**config.mk**
```make
export PLATFORM = sky130hd
export DESIGN_NAME = multicycle_controller_flat
export DESIGN_NICKNAME = d
export VERILOG_FILES = /design/src/rtl/multicycle_controller_pkg.sv /design/src/rtl/multicycle_controller_if.sv /design/src/rtl/multicycle_controller_wait_timer.sv /design/src/rtl/multicycle_controller.sv /design/src/flat_wrapper.sv
export SDC_FILE = /design/constraint.sdc
export NUM_CORES = 1
export LEC_CHECK = 0
export ABC_AREA = 1
export CAP_MARGIN = 20
export CELL_PAD_IN_SITES_DETAIL_PLACEMENT = 0
export CELL_PAD_IN_SITES_GLOBAL_PLACEMENT = 1
export CORE_UTILIZATION = 31
export DETAILED_ROUTE_END_ITERATION = 12
export GPL_ROUTABILITY_DRIVEN = 0
export GPL_TIMING_DRIVEN = 0
export PLACE_DENSITY_LB_ADDON = 0.05
export SETUP_SLACK_MARGIN = 0.02
export SYNTH_ARGS = -nofsm -noshare
export SYNTH_HDL_FRONTEND = slang
export SYNTH_HIERARCHICAL = 1
export SYNTH_SLANG_ARGS = --single-unit
export TNS_END_PERCENT = 10
```
**constraint.sdc**
```tcl
create_clock -name clk -period 2.3 [get_ports clk]
set_input_delay 0.575 -clock clk [delete_from_list [all_inputs] [get_ports clk]]
set_output_delay 0.575 -clock clk [all_outputs]
set_load 0.05 [all_outputs]
```
**src/rtl/multicycle_controller_pkg.sv**
```systemverilog
// Shared encodings for the multicycle controller: FSM states, opcode classes,
// ALU operand selects, trap causes and the bundle of datapath control lines.
package multicycle_controller_pkg;

  typedef enum logic [2:0] {
    ST_FETCH,
    ST_DECODE,
    ST_EXECUTE,
    ST_MEMORY,
    ST_WRITEBACK,
    ST_TRAP
  } state_e;

  typedef enum logic [2:0] {
    CLS_OP,
    CLS_OP_IMM,
    CLS_LOAD,
    CLS_STORE,
    CLS_BRANCH,
    CLS_JAL,
    CLS_LUI,
    CLS_ILLEGAL
  } op_class_e;

  typedef enum logic [1:0] {
    CAUSE_NONE    = 2'd0,
    CAUSE_ILLEGAL = 2'd1,
    CAUSE_TIMEOUT = 2'd2
  } trap_cause_e;

  localparam logic [6:0] OPC_OP     = 7'b0110011;
  localparam logic [6:0] OPC_OP_IMM = 7'b0010011;
  localparam logic [6:0] OPC_LOAD   = 7'b0000011;
  localparam logic [6:0] OPC_STORE  = 7'b0100011;
  localparam logic [6:0] OPC_BRANCH = 7'b1100011;
  localparam logic [6:0] OPC_JAL    = 7'b1101111;
  localparam logic [6:0] OPC_LUI    = 7'b0110111;

  localparam logic       SRC_A_PC   = 1'b0;
  localparam logic       SRC_A_RS1  = 1'b1;
  localparam logic [1:0] SRC_B_RS2  = 2'd0;
  localparam logic [1:0] SRC_B_FOUR = 2'd1;
  localparam logic [1:0] SRC_B_IMM  = 2'd2;

  typedef struct packed {
    logic       imem_req;
    logic       dmem_read;
    logic       dmem_write;
    logic       pc_write;
    logic       ir_write;
    logic       rf_write;
    logic       alu_override;
    logic       alu_src_a;
    logic [1:0] alu_src_b;
    logic       pc_src;
    logic       mem_to_reg;
  } ctl_t;

  function automatic op_class_e decode_class(input logic [6:0] opc);
    case (opc)
      OPC_OP:     return CLS_OP;
      OPC_OP_IMM: return CLS_OP_IMM;
      OPC_LOAD:   return CLS_LOAD;
      OPC_STORE:  return CLS_STORE;
      OPC_BRANCH: return CLS_BRANCH;
      OPC_JAL:    return CLS_JAL;
      OPC_LUI:    return CLS_LUI;
      default:    return CLS_ILLEGAL;
    endcase
  endfunction

endpackage

```
**src/rtl/multicycle_controller_if.sv**
```systemverilog
// Datapath/memory-facing signal bundle of the multicycle controller.
// The controller uses the master view; the datapath and memories use slave.
interface multicycle_controller_if #(
  parameter int OPCODE_WIDTH    = 7,
  parameter int ALU_SRC_B_WIDTH = 2,
  parameter int RETIRE_WIDTH    = 32
);
  logic [OPCODE_WIDTH-1:0]    opCode;
  logic                       branchTaken;
  logic                       imemReady;
  logic                       dmemReady;
  logic                       imemReq;
  logic                       dmemRead;
  logic                       dmemWrite;
  logic                       PCWrite;
  logic                       IRWrite;
  logic                       regFileWrite;
  logic                       ALUOverride;
  logic                       ALUSrcA;
  logic [ALU_SRC_B_WIDTH-1:0] ALUSrcB;
  logic                       pcSrc;
  logic                       memToReg;
  logic                       trap;
  logic [1:0]                 trapCause;
  logic [RETIRE_WIDTH-1:0]    retired;

  modport master (
    input  opCode, branchTaken, imemReady, dmemReady,
    output imemReq, dmemRead, dmemWrite, PCWrite, IRWrite, regFileWrite,
           ALUOverride, ALUSrcA, ALUSrcB, pcSrc, memToReg, trap, trapCause,
           retired
  );

  modport slave (
    output opCode, branchTaken, imemReady, dmemReady,
    input  imemReq, dmemRead, dmemWrite, PCWrite, IRWrite, regFileWrite,
           ALUOverride, ALUSrcA, ALUSrcB, pcSrc, memToReg, trap, trapCause,
           retired
  );
endinterface

```
**src/rtl/multicycle_controller_wait_timer.sv**
```systemverilog
// Counts consecutive stalled cycles of a memory handshake; expired fires in
// the MAX_WAIT-th stalled cycle so the caller can trap instead of waiting on.
module wait_timer #(
  parameter int MAX_WAIT = 15
) (
  input  logic clk,
  input  logic rst,
  input  logic clear,
  input  logic count_en,
  output logic expired
);
  localparam int CNT_W = $clog2(MAX_WAIT + 1);

  logic [CNT_W-1:0] cnt_q, cnt_d;

  // NOTE: every always_comb output gets a default first so no path can infer a latch.
  always_comb begin
    cnt_d = cnt_q;
    if (clear) begin
      cnt_d = '0;
    end else if (count_en) begin
      cnt_d = cnt_q + CNT_W'(1);
    end
  end

  // NOTE: state registers use non-blocking assignments so all flops update together.
  always_ff @(posedge clk) begin
    if (rst) begin
      cnt_q <= '0;
    end else begin
      cnt_q <= cnt_d;
    end
  end

  assign expired = count_en && (cnt_q == CNT_W'(MAX_WAIT - 1));

endmodule

```
**src/rtl/multicycle_controller.sv**
```systemverilog
// Multicycle control FSM: per-opcode-class fetch/decode/execute/memory/writeback
// sequencing with bounded memory waits, trap state and a retired counter.
module multicycle_controller
  import multicycle_controller_pkg::*;
#(
  parameter int OPCODE_WIDTH    = 7,
  parameter int ALU_SRC_B_WIDTH = 2,
  parameter int MAX_WAIT        = 15,
  parameter int RETIRE_WIDTH    = 32
) (
  input  logic                    clk,
  input  logic                    rst,
  multicycle_controller_if.master bus
);

  state_e                  state_q, state_d;
  op_class_e               class_q, class_d;
  trap_cause_e             cause_q, cause_d;
  logic [RETIRE_WIDTH-1:0] retired_q, retired_d;
  logic [OPCODE_WIDTH-1:0] opcode;
  logic                    retire;
  logic                    wait_cnt_en;
  logic                    wait_expired;
  ctl_t                    ctl, ctl_out;

  assign opcode = bus.opCode;

  // Only a stalled handshake counts; any ready or any other state clears.
  assign wait_cnt_en = ((state_q == ST_FETCH)  && !bus.imemReady) ||
                       ((state_q == ST_MEMORY) && !bus.dmemReady);

  wait_timer #(.MAX_WAIT(MAX_WAIT)) u_wait_timer (
    .clk      (clk),
    .rst      (rst),
    .clear    (!wait_cnt_en),
    .count_en (wait_cnt_en),
    .expired  (wait_expired)
  );

  always_comb begin
    state_d = state_q;
    class_d = class_q;
    cause_d = cause_q;
    retire  = 1'b0;
    case (state_q)
      ST_FETCH: begin
        if (bus.imemReady) begin
          state_d = ST_DECODE;
        end else if (wait_expired) begin
          state_d = ST_TRAP;
          cause_d = CAUSE_TIMEOUT;
        end
      end
      ST_DECODE: begin
        class_d = decode_class(7'(opcode));
        if (class_d == CLS_ILLEGAL) begin
          state_d = ST_TRAP;
          cause_d = CAUSE_ILLEGAL;
        end else begin
          state_d = ST_EXECUTE;
        end
      end
      ST_EXECUTE: begin
        case (class_q)
          CLS_LOAD, CLS_STORE: state_d = ST_MEMORY;
          CLS_BRANCH: begin
            state_d = ST_FETCH;
            retire  = 1'b1;
          end
          default: state_d = ST_WRITEBACK;
        endcase
      end
      ST_MEMORY: begin
        if (bus.dmemReady) begin
          if (class_q == CLS_LOAD) begin
            state_d = ST_WRITEBACK;
          end else begin
            state_d = ST_FETCH;
            retire  = 1'b1;
          end
        end else if (wait_expired) begin
          state_d = ST_TRAP;
          cause_d = CAUSE_TIMEOUT;
        end
      end
      ST_WRITEBACK: begin
        state_d = ST_FETCH;
        retire  = 1'b1;
      end
      ST_TRAP: state_d = ST_TRAP;
      default: state_d = ST_FETCH;
    endcase
  end

  assign retired_d = retired_q + RETIRE_WIDTH'(retire);

  always_ff @(posedge clk) begin
    if (rst) begin
      state_q   <= ST_FETCH;
      class_q   <= CLS_ILLEGAL;
      cause_q   <= CAUSE_NONE;
      retired_q <= '0;
    end else begin
      state_q   <= state_d;
      class_q   <= class_d;
      cause_q   <= cause_d;
      retired_q <= retired_d;
    end
  end

  always_comb begin
    ctl = '0;
    case (state_q)
      ST_FETCH: begin
        ctl.imem_req     = 1'b1;
        ctl.alu_src_a    = SRC_A_PC;
        ctl.alu_src_b    = SRC_B_FOUR;
        ctl.alu_override = 1'b1;
        ctl.ir_write     = bus.imemReady;
        ctl.pc_write     = bus.imemReady;
      end
      ST_EXECUTE: begin
        case (class_q)
          CLS_OP: begin
            ctl.alu_src_a = SRC_A_RS1;
            ctl.alu_src_b = SRC_B_RS2;
          end
          CLS_OP_IMM, CLS_LUI: ctl.alu_src_b = SRC_B_IMM;
          CLS_LOAD, CLS_STORE: begin
            ctl.alu_src_a    = SRC_A_RS1;
            ctl.alu_src_b    = SRC_B_IMM;
            ctl.alu_override = 1'b1;
          end
          CLS_BRANCH: begin
            ctl.alu_src_b = SRC_B_RS2;
            ctl.pc_src    = bus.branchTaken;
            ctl.pc_write  = bus.branchTaken;
          end
          CLS_JAL: begin
            ctl.pc_src   = 1'b1;
            ctl.pc_write = 1'b1;
          end
          default: ;
        endcase
      end
      ST_MEMORY: begin
        ctl.dmem_read  = (class_q == CLS_LOAD);
        ctl.dmem_write = (class_q == CLS_STORE);
      end
      ST_WRITEBACK: begin
        ctl.rf_write   = 1'b1;
        ctl.mem_to_reg = (class_q == CLS_LOAD);
      end
      default: ;
    endcase
  end

  // Reset gates every output combinationally so requests drop in the reset cycle.
  assign ctl_out = rst ? '0 : ctl;

  assign bus.imemReq      = ctl_out.imem_req;
  assign bus.dmemRead     = ctl_out.dmem_read;
  assign bus.dmemWrite    = ctl_out.dmem_write;
  assign bus.PCWrite      = ctl_out.pc_write;
  assign bus.IRWrite      = ctl_out.ir_write;
  assign bus.regFileWrite = ctl_out.rf_write;
  assign bus.ALUOverride  = ctl_out.alu_override;
  assign bus.ALUSrcA      = ctl_out.alu_src_a;
  assign bus.ALUSrcB      = ALU_SRC_B_WIDTH'(ctl_out.alu_src_b);
  assign bus.pcSrc        = ctl_out.pc_src;
  assign bus.memToReg     = ctl_out.mem_to_reg;
  assign bus.trap         = !rst && (state_q == ST_TRAP);
  assign bus.trapCause    = rst ? 2'd0 : cause_q;
  assign bus.retired      = rst ? '0 : retired_q;

endmodule

```
**src/flat_wrapper.sv**
```systemverilog
// flat-port wrapper written by rule: the top's interface ports become plain ports
module multicycle_controller_flat import multicycle_controller_pkg::*;
#(
  parameter int OPCODE_WIDTH    = 7,
  parameter int ALU_SRC_B_WIDTH = 2,
  parameter int MAX_WAIT        = 15,
  parameter int RETIRE_WIDTH    = 32
)
  (clk, rst, bus_opCode, bus_branchTaken, bus_imemReady, bus_dmemReady, bus_imemReq, bus_dmemRead, bus_dmemWrite, bus_PCWrite, bus_IRWrite, bus_regFileWrite, bus_ALUOverride, bus_ALUSrcA, bus_ALUSrcB, bus_pcSrc, bus_memToReg, bus_trap, bus_trapCause, bus_retired);
  multicycle_controller_if #(.OPCODE_WIDTH(OPCODE_WIDTH), .ALU_SRC_B_WIDTH(ALU_SRC_B_WIDTH), .RETIRE_WIDTH(RETIRE_WIDTH)) bus_i ();
  input  logic clk;
  input  logic rst;
  input wire logic [$bits(bus_i.opCode)-1:0] bus_opCode;
  input wire logic [$bits(bus_i.branchTaken)-1:0] bus_branchTaken;
  input wire logic [$bits(bus_i.imemReady)-1:0] bus_imemReady;
  input wire logic [$bits(bus_i.dmemReady)-1:0] bus_dmemReady;
  output wire logic [$bits(bus_i.imemReq)-1:0] bus_imemReq;
  output wire logic [$bits(bus_i.dmemRead)-1:0] bus_dmemRead;
  output wire logic [$bits(bus_i.dmemWrite)-1:0] bus_dmemWrite;
  output wire logic [$bits(bus_i.PCWrite)-1:0] bus_PCWrite;
  output wire logic [$bits(bus_i.IRWrite)-1:0] bus_IRWrite;
  output wire logic [$bits(bus_i.regFileWrite)-1:0] bus_regFileWrite;
  output wire logic [$bits(bus_i.ALUOverride)-1:0] bus_ALUOverride;
  output wire logic [$bits(bus_i.ALUSrcA)-1:0] bus_ALUSrcA;
  output wire logic [$bits(bus_i.ALUSrcB)-1:0] bus_ALUSrcB;
  output wire logic [$bits(bus_i.pcSrc)-1:0] bus_pcSrc;
  output wire logic [$bits(bus_i.memToReg)-1:0] bus_memToReg;
  output wire logic [$bits(bus_i.trap)-1:0] bus_trap;
  output wire logic [$bits(bus_i.trapCause)-1:0] bus_trapCause;
  output wire logic [$bits(bus_i.retired)-1:0] bus_retired;
  assign bus_i.opCode = bus_opCode;
  assign bus_i.branchTaken = bus_branchTaken;
  assign bus_i.imemReady = bus_imemReady;
  assign bus_i.dmemReady = bus_dmemReady;
  assign bus_imemReq = bus_i.imemReq;
  assign bus_dmemRead = bus_i.dmemRead;
  assign bus_dmemWrite = bus_i.dmemWrite;
  assign bus_PCWrite = bus_i.PCWrite;
  assign bus_IRWrite = bus_i.IRWrite;
  assign bus_regFileWrite = bus_i.regFileWrite;
  assign bus_ALUOverride = bus_i.ALUOverride;
  assign bus_ALUSrcA = bus_i.ALUSrcA;
  assign bus_ALUSrcB = bus_i.ALUSrcB;
  assign bus_pcSrc = bus_i.pcSrc;
  assign bus_memToReg = bus_i.memToReg;
  assign bus_trap = bus_i.trap;
  assign bus_trapCause = bus_i.trapCause;
  assign bus_retired = bus_i.retired;
  multicycle_controller #(.OPCODE_WIDTH(OPCODE_WIDTH), .ALU_SRC_B_WIDTH(ALU_SRC_B_WIDTH), .MAX_WAIT(MAX_WAIT), .RETIRE_WIDTH(RETIRE_WIDTH)) u_core (.clk(clk), .rst(rst), .bus(bus_i));
endmodule
```
# After elaboration in Yosys (flattened, before gate mapping)
# Index checks and enable logic that the tools add are counted.
# totals
ram_bits	0
regBits	44
mem_count	0
mem_bits_ro	0
output_inout_bits	47
latchBits	0
inputBits	12
elab_cells	80
# classes
shifts	0
n_reduce_logical	16
n_lt_le_gt_ge	0
n_mux	33
n_addsub	2
n_eq_ne	23
mul	0
bitwise_logic	1
div	0
# op_table
cell	n
$add A32 B1 Y32	1
$mux W32	1
$eq A7 B6 Y1 const B	3
$pmux W3 S7	1
$eq A3 B3 Y1 const B	6
$mux W3	6
$pmux W3 S5	1
$eq A7 B7 Y1 const B	2
$mux W2	7
$eq A3 B2 Y1 const B	4
$mux W12	1
$mux W1	10
$pmux W4 S2	1
$eq A7 B2 Y1 const B	1
$eq A7 B5 Y1 const B	1
$eq A3 B1 Y1 const B	2
$logic_not A3 Y1	2
$pmux W2 S3	1
$pmux W3 S2	1
$add A4 B1 Y4 const B	1
$eq A4 B4 Y1 const B	1
$logic_and A1 B1 Y1	4
$ne A2 B2 Y1 const B	2
$pmux W1 S2	2
other kinds (10)	13

# Longest topological paths before layout
# depth
ltp_word	7
mapped_depth	14
mapped_depth_nobuf	14

# Cells and area by module
# The synthesis kept the hierarchy.
# by_module_without_submodules
module	area_each_um2	cells_each	n_inst	seq_area_each_um2
multicycle_controller	2595.0	442	1	800.8
wait_timer	192.7	26	1	80.1

# Least setup slack after synthesis
# Ideal clock, no wire load.
# synth_path
path_kind	input -> output
from	in rst
to	out bus_ALUSrcA
required_ps	1725
path_stages	3
arrival_time_ps	3153
n_path_buf	0
setup_slack_ps	-1428
path_cell_list	inv_2 -> nand2_1 -> a2111oi_0
# synth_between
elab_chain_len	1
# synth_rtl
element	line	source
from (decl)	flat_wrapper.sv:12	input logic rst;
$mux W12	multicycle_controller.sv:159	assign ctl_out = rst ? '0 : ctl;
to (decl)	flat_wrapper.sv:24	output wire logic [$bits(bus_i.ALUSrcA)-1:0] bus_ALUSrcA;
# No other way between the ends.

# Worst setup path after layout
# layout_path
from	in rst
to	out bus_memToReg
# layout_between
elab_chain_len	1
# layout_rtl
element	line	source
$mux W12	multicycle_controller.sv:159	
to (decl)	flat_wrapper.sv:27	output wire logic [$bits(bus_i.memToReg)-1:0] bus_memToReg;
# No other way between the ends.

==> results.json <==
{
  "synth_simple_gate_area_share_pct": 43.6,
  "p_int_mw": 1.12,
  "met3_length_microns": 416,
  "r2r_slack_ns": 0.13,
  "first_pass_iters": 4,
  "pwr-share-comb_pct": 17.5,
  "synthMuxAreaShare_pct": 0,
  "final_max_slew_viol_count": 0,
  "antenna_found_initial": 0,
  "drt_iter0_drc": 107,
  "yosys_warnings": 6,
  "synth_top_cell_by_area": "dfxtp_1",
  "crit_end": "bus_memToReg",
  "synth.net_count": 484,
  "peakVddDrop_mv": 0.262,
  "r2r_start": "u_core/state_q[1]$_SDFF_PP0_",
  "path_clk_slew_ns": 0.09,
  "power_density_nw_per_um2": 446,
  "start_kind": "primary input",
  "postRouteAntennaNets": 0,
  "placedInstanceArea_sq_um": 3520,
  "met1Wirelength_mm": 3.83,
  "grt_max_degree": 15,
  "grt_pass1_vias": 2890,
  "die_x_microns": 96.8,
  "synth.yosys.seq_area_share_pct": 31.6,
  "r2r-end": "u_core/retired_q[16]$_SDFF_PP0_",
  "final_area_sq_um": 3660,
  "hpwl_mm": 6.61,
  "wl_met2_mm": 4.25,
  "core_area_sq_um": 8720,
  "tightest_slew_ns": 0.662,
  "slew_headroom_pct": 55.8,
  "final-setup-viol-count": 0,
  "grt_use_total_pct": 18.3,
  "max_cap_viol_count": 0,
  "synth_top_cell_area_share_pct": 31.6,
  "cp.arrival_ns": 1.68,
  "seq_power_share_pct": 49.5,
  "total_leakage_power_nw": 1.42,
  "tritoncts.num_buffers": 5,
  "finalCriticalPeriod_ns": 2.25,
  "p_switching_uw": 515,
  "ys_ff_latch": 44,
  "syn_area_sq_um": 2790,
  "die_h_microns": 96.8,
  "synth.avg_cell_area_sq_um": 5.96,
  "fin_hold_ws_ns": 0.468,
  "areaGrowthSynthToFinish_pct": 31.4,
  "dieArea_sq_um": 9380,
  "fin_worst_skew_ns": 0.0140,
  "route.vias.total": 3096,
  "min_from": "u_core/retired_q[31]$_SDFF_PP0_",
  "hold_violations": 0,
  "io_pins": 59,
  "grt_overflow": 0,
  "critPathKind": "primary input to output port",
  "critPathMaxFanout": 10,
  "rsz0062_at_grt": "true",
  "wire_per_inst_microns": 13.2,
  "max_freq_mhz": 444,
  "cts-root-buf": "clkbuf_8",
  "multi_input_area_sq_um": 1750,
  "finalCritPeriodShare_pct": 97.8,
  "end_kind": "output port",
  "register_area_sq_um": 890,
  "stdcell_count": 648,
  "nets": 555,
  "dp_slack_ns": -1.28,
  "grt_pass1_wl_mm": 13.8,
  "htreeDepth": 2,
  "initial_core_util_pct": 32.0,
  "routed_wl_mm": 8.55,
  "switching_share_pct": 31.5,
  "critical_path.startpoint": "rst",
  "drc": 0,
  "reg2regPathDepth": 11,
  "synth_top_family_by_area": "simple AND/OR/NAND/NOR gates",
  "clockBufferDepth": 2,
  "power_mw": 1.63,
  "clockPowerShare_pct": 33.0,
  "hold_class": "register to register",
  "worst_slack_ns": 0.0497,
  "std_cell_rows": 34,
  "synthDistinctLibCells": 26,
  "yosys.area_share.adder_pct": 1.80,
  "synth-xor-area-share_pct": 0.943,
  "clkSinkCount": 44,
  "post_route_cells_drive_above_1_share_pct": 21.1,
  "cts_tree": "done",
  "via_per_inst": 4.78,
  "top_layer": "met4",
  "dp.cells": 634,
  "syn_inst": 468,
  "insertion_delay_ns": 0.31,
  "synth_compound_area_share_pct": 11.3,
  "crit_required_ns": 1.73,
  "fillers": 983,
  "synth_area_leaders": "dfxtp_1, nand2_1, nor2_1",
  "diodes": 0,
  "ctsHoldBuffers": 0,
  "io_buffers": 58,
  "status": "finished, final reports clean"
}
[cells by family (layout without fill, tap and decap cells)]
group / after synthesis / count (layout)
compound gates: 59 / 59
simple gates: 279 / 279
buf+inv: 79 / 151
flops: 44 / 44
fa+ha+maj: 4 / 4
xor+xnor: 3 / 3
[power groups by stage]
stage                     clock [mW]  sequential, mW  combinational [mW]
after detailed placement           0           0.821               0.274
after CTS                      0.558           0.803               0.273
after floorplan                    0           0.816               0.187
after global routing           0.583           0.812               0.317
final                          0.539           0.808               0.286
after global placement             0           0.820               0.276
[registers in the layout (all words and copies together), names as in the netlist]
signal / cells
u_core/retired_q: 32
u_core/state_q: 3
u_core/cause_q: 2
u_core/u_wait_timer/cnt_q: 4
u_core/class_q: 3
[through the flow]
step	setup TNS (ns)	util, %
after floorplan	-1.11	-
after global placement	-63.68	40.4
after detailed placement	-63.26	40.4
after CTS	-0.0489	40.7
after global routing	-0.0336	42.0
final	0	42.0
[worst min path at each step]
stage | end | depth (start not counted)
2_1_floorplan | u_core/cause_q[0]$_SDFFE_PP0P_ | 2
3_3_place_gp | u_core/retired_q[31]$_SDFF_PP0_ | 2
3_5_place_dp | u_core/cause_q[0]$_SDFFE_PP0P_ | 2
4_1_cts | u_core/cause_q[0]$_SDFFE_PP0P_ | 2
5_1_grt | u_core/cause_q[0]$_SDFFE_PP0P_ | 2
6_report | u_core/retired_q[31]$_SDFF_PP0_ | 2
[routing by layer]
layer  GRT usage, %  vias to the layer above
met5              0                        -
met1           22.4                     1390
met4           4.82                        0
met3           2.89                        6
li1               -                     1616
met2           33.2                       84
[cell usage after synthesis]
cell type / number
nor3_1: 9
inv_2: 4
ha_1: 4
o221ai_1: 1
a21oi_1: 38
a31oi_1: 2
dfxtp_1: 44
nor3_2: 3
nand2_1: 116
nor2_1: 101
xor2_1: 3
clkbuf_1: 8
nor2_4: 2
nand2_2: 3
nor2_2: 6
nor4_1: 1
buf_4: 1
o211ai_1: 2
nor3_4: 3
a2111oi_0: 2
nand3_2: 2
nand3_1: 27
inv_1: 66
o21ai_0: 13
o21ai_1: 1
nand4_1: 6
[timing repair]
action / CTS / global route
resized for setup: 283 / 26
endpoints found under the setup margin: 69 / 34
pin swaps: 4 / 3
buffers inserted: 4 / 2
[worst max-delay path, cell delays in order]
cell	delay, ns
dlygate4sd2_1	0.29
clkbuf_8	0.19
clkbuf_4	0.21
nor3_2	0.23
buf_6	0.19
[layout by cell type (no fill, tap or decap), types with 4 or more instances in the layout]
| master | netlist | layout |
|---|---|---|
| nor3_4 | 3 | 5 |
| nand4_1 | 6 | 6 |
| nand3_1 | 27 | 26 |
| nor2_1 | 101 | 98 |
| dfxtp_1 | 44 | 39 |
| nor2_4 | 2 | 6 |
| buf_4 | 1 | 14 |
| clkbuf_4 | 0 | 9 |
| buf_2 | 0 | 31 |
| nor3_1 | 9 | 7 |
| nand2_1 | 116 | 112 |
| inv_2 | 4 | 5 |
| clkdlybuf4s50_1 | 0 | 9 |
| dfxtp_2 | 0 | 4 |
| a21oi_1 | 38 | 38 |
| o21ai_0 | 13 | 13 |
| nand2_2 | 3 | 7 |
| inv_1 | 66 | 64 |
| nor2_2 | 6 | 5 |
| clkbuf_8 | 0 | 8 |
[cell type report]
| cell class | count | share of cell area [%] |
|---|---|---|
| repair buffers | 64 | 12.4 |
| clock buffers | 6 | 2.25 |
| multi-input cells | 345 | 47.7 |
| flip-flops and latches | 44 | 24.3 |
| well taps | 108 | 3.69 |
| clock inverters | 2 | 0.410 |
| plain buffers | 9 | 1.98 |
| inverters | 70 | 7.24 |
(Power assumes the default switching activity.)
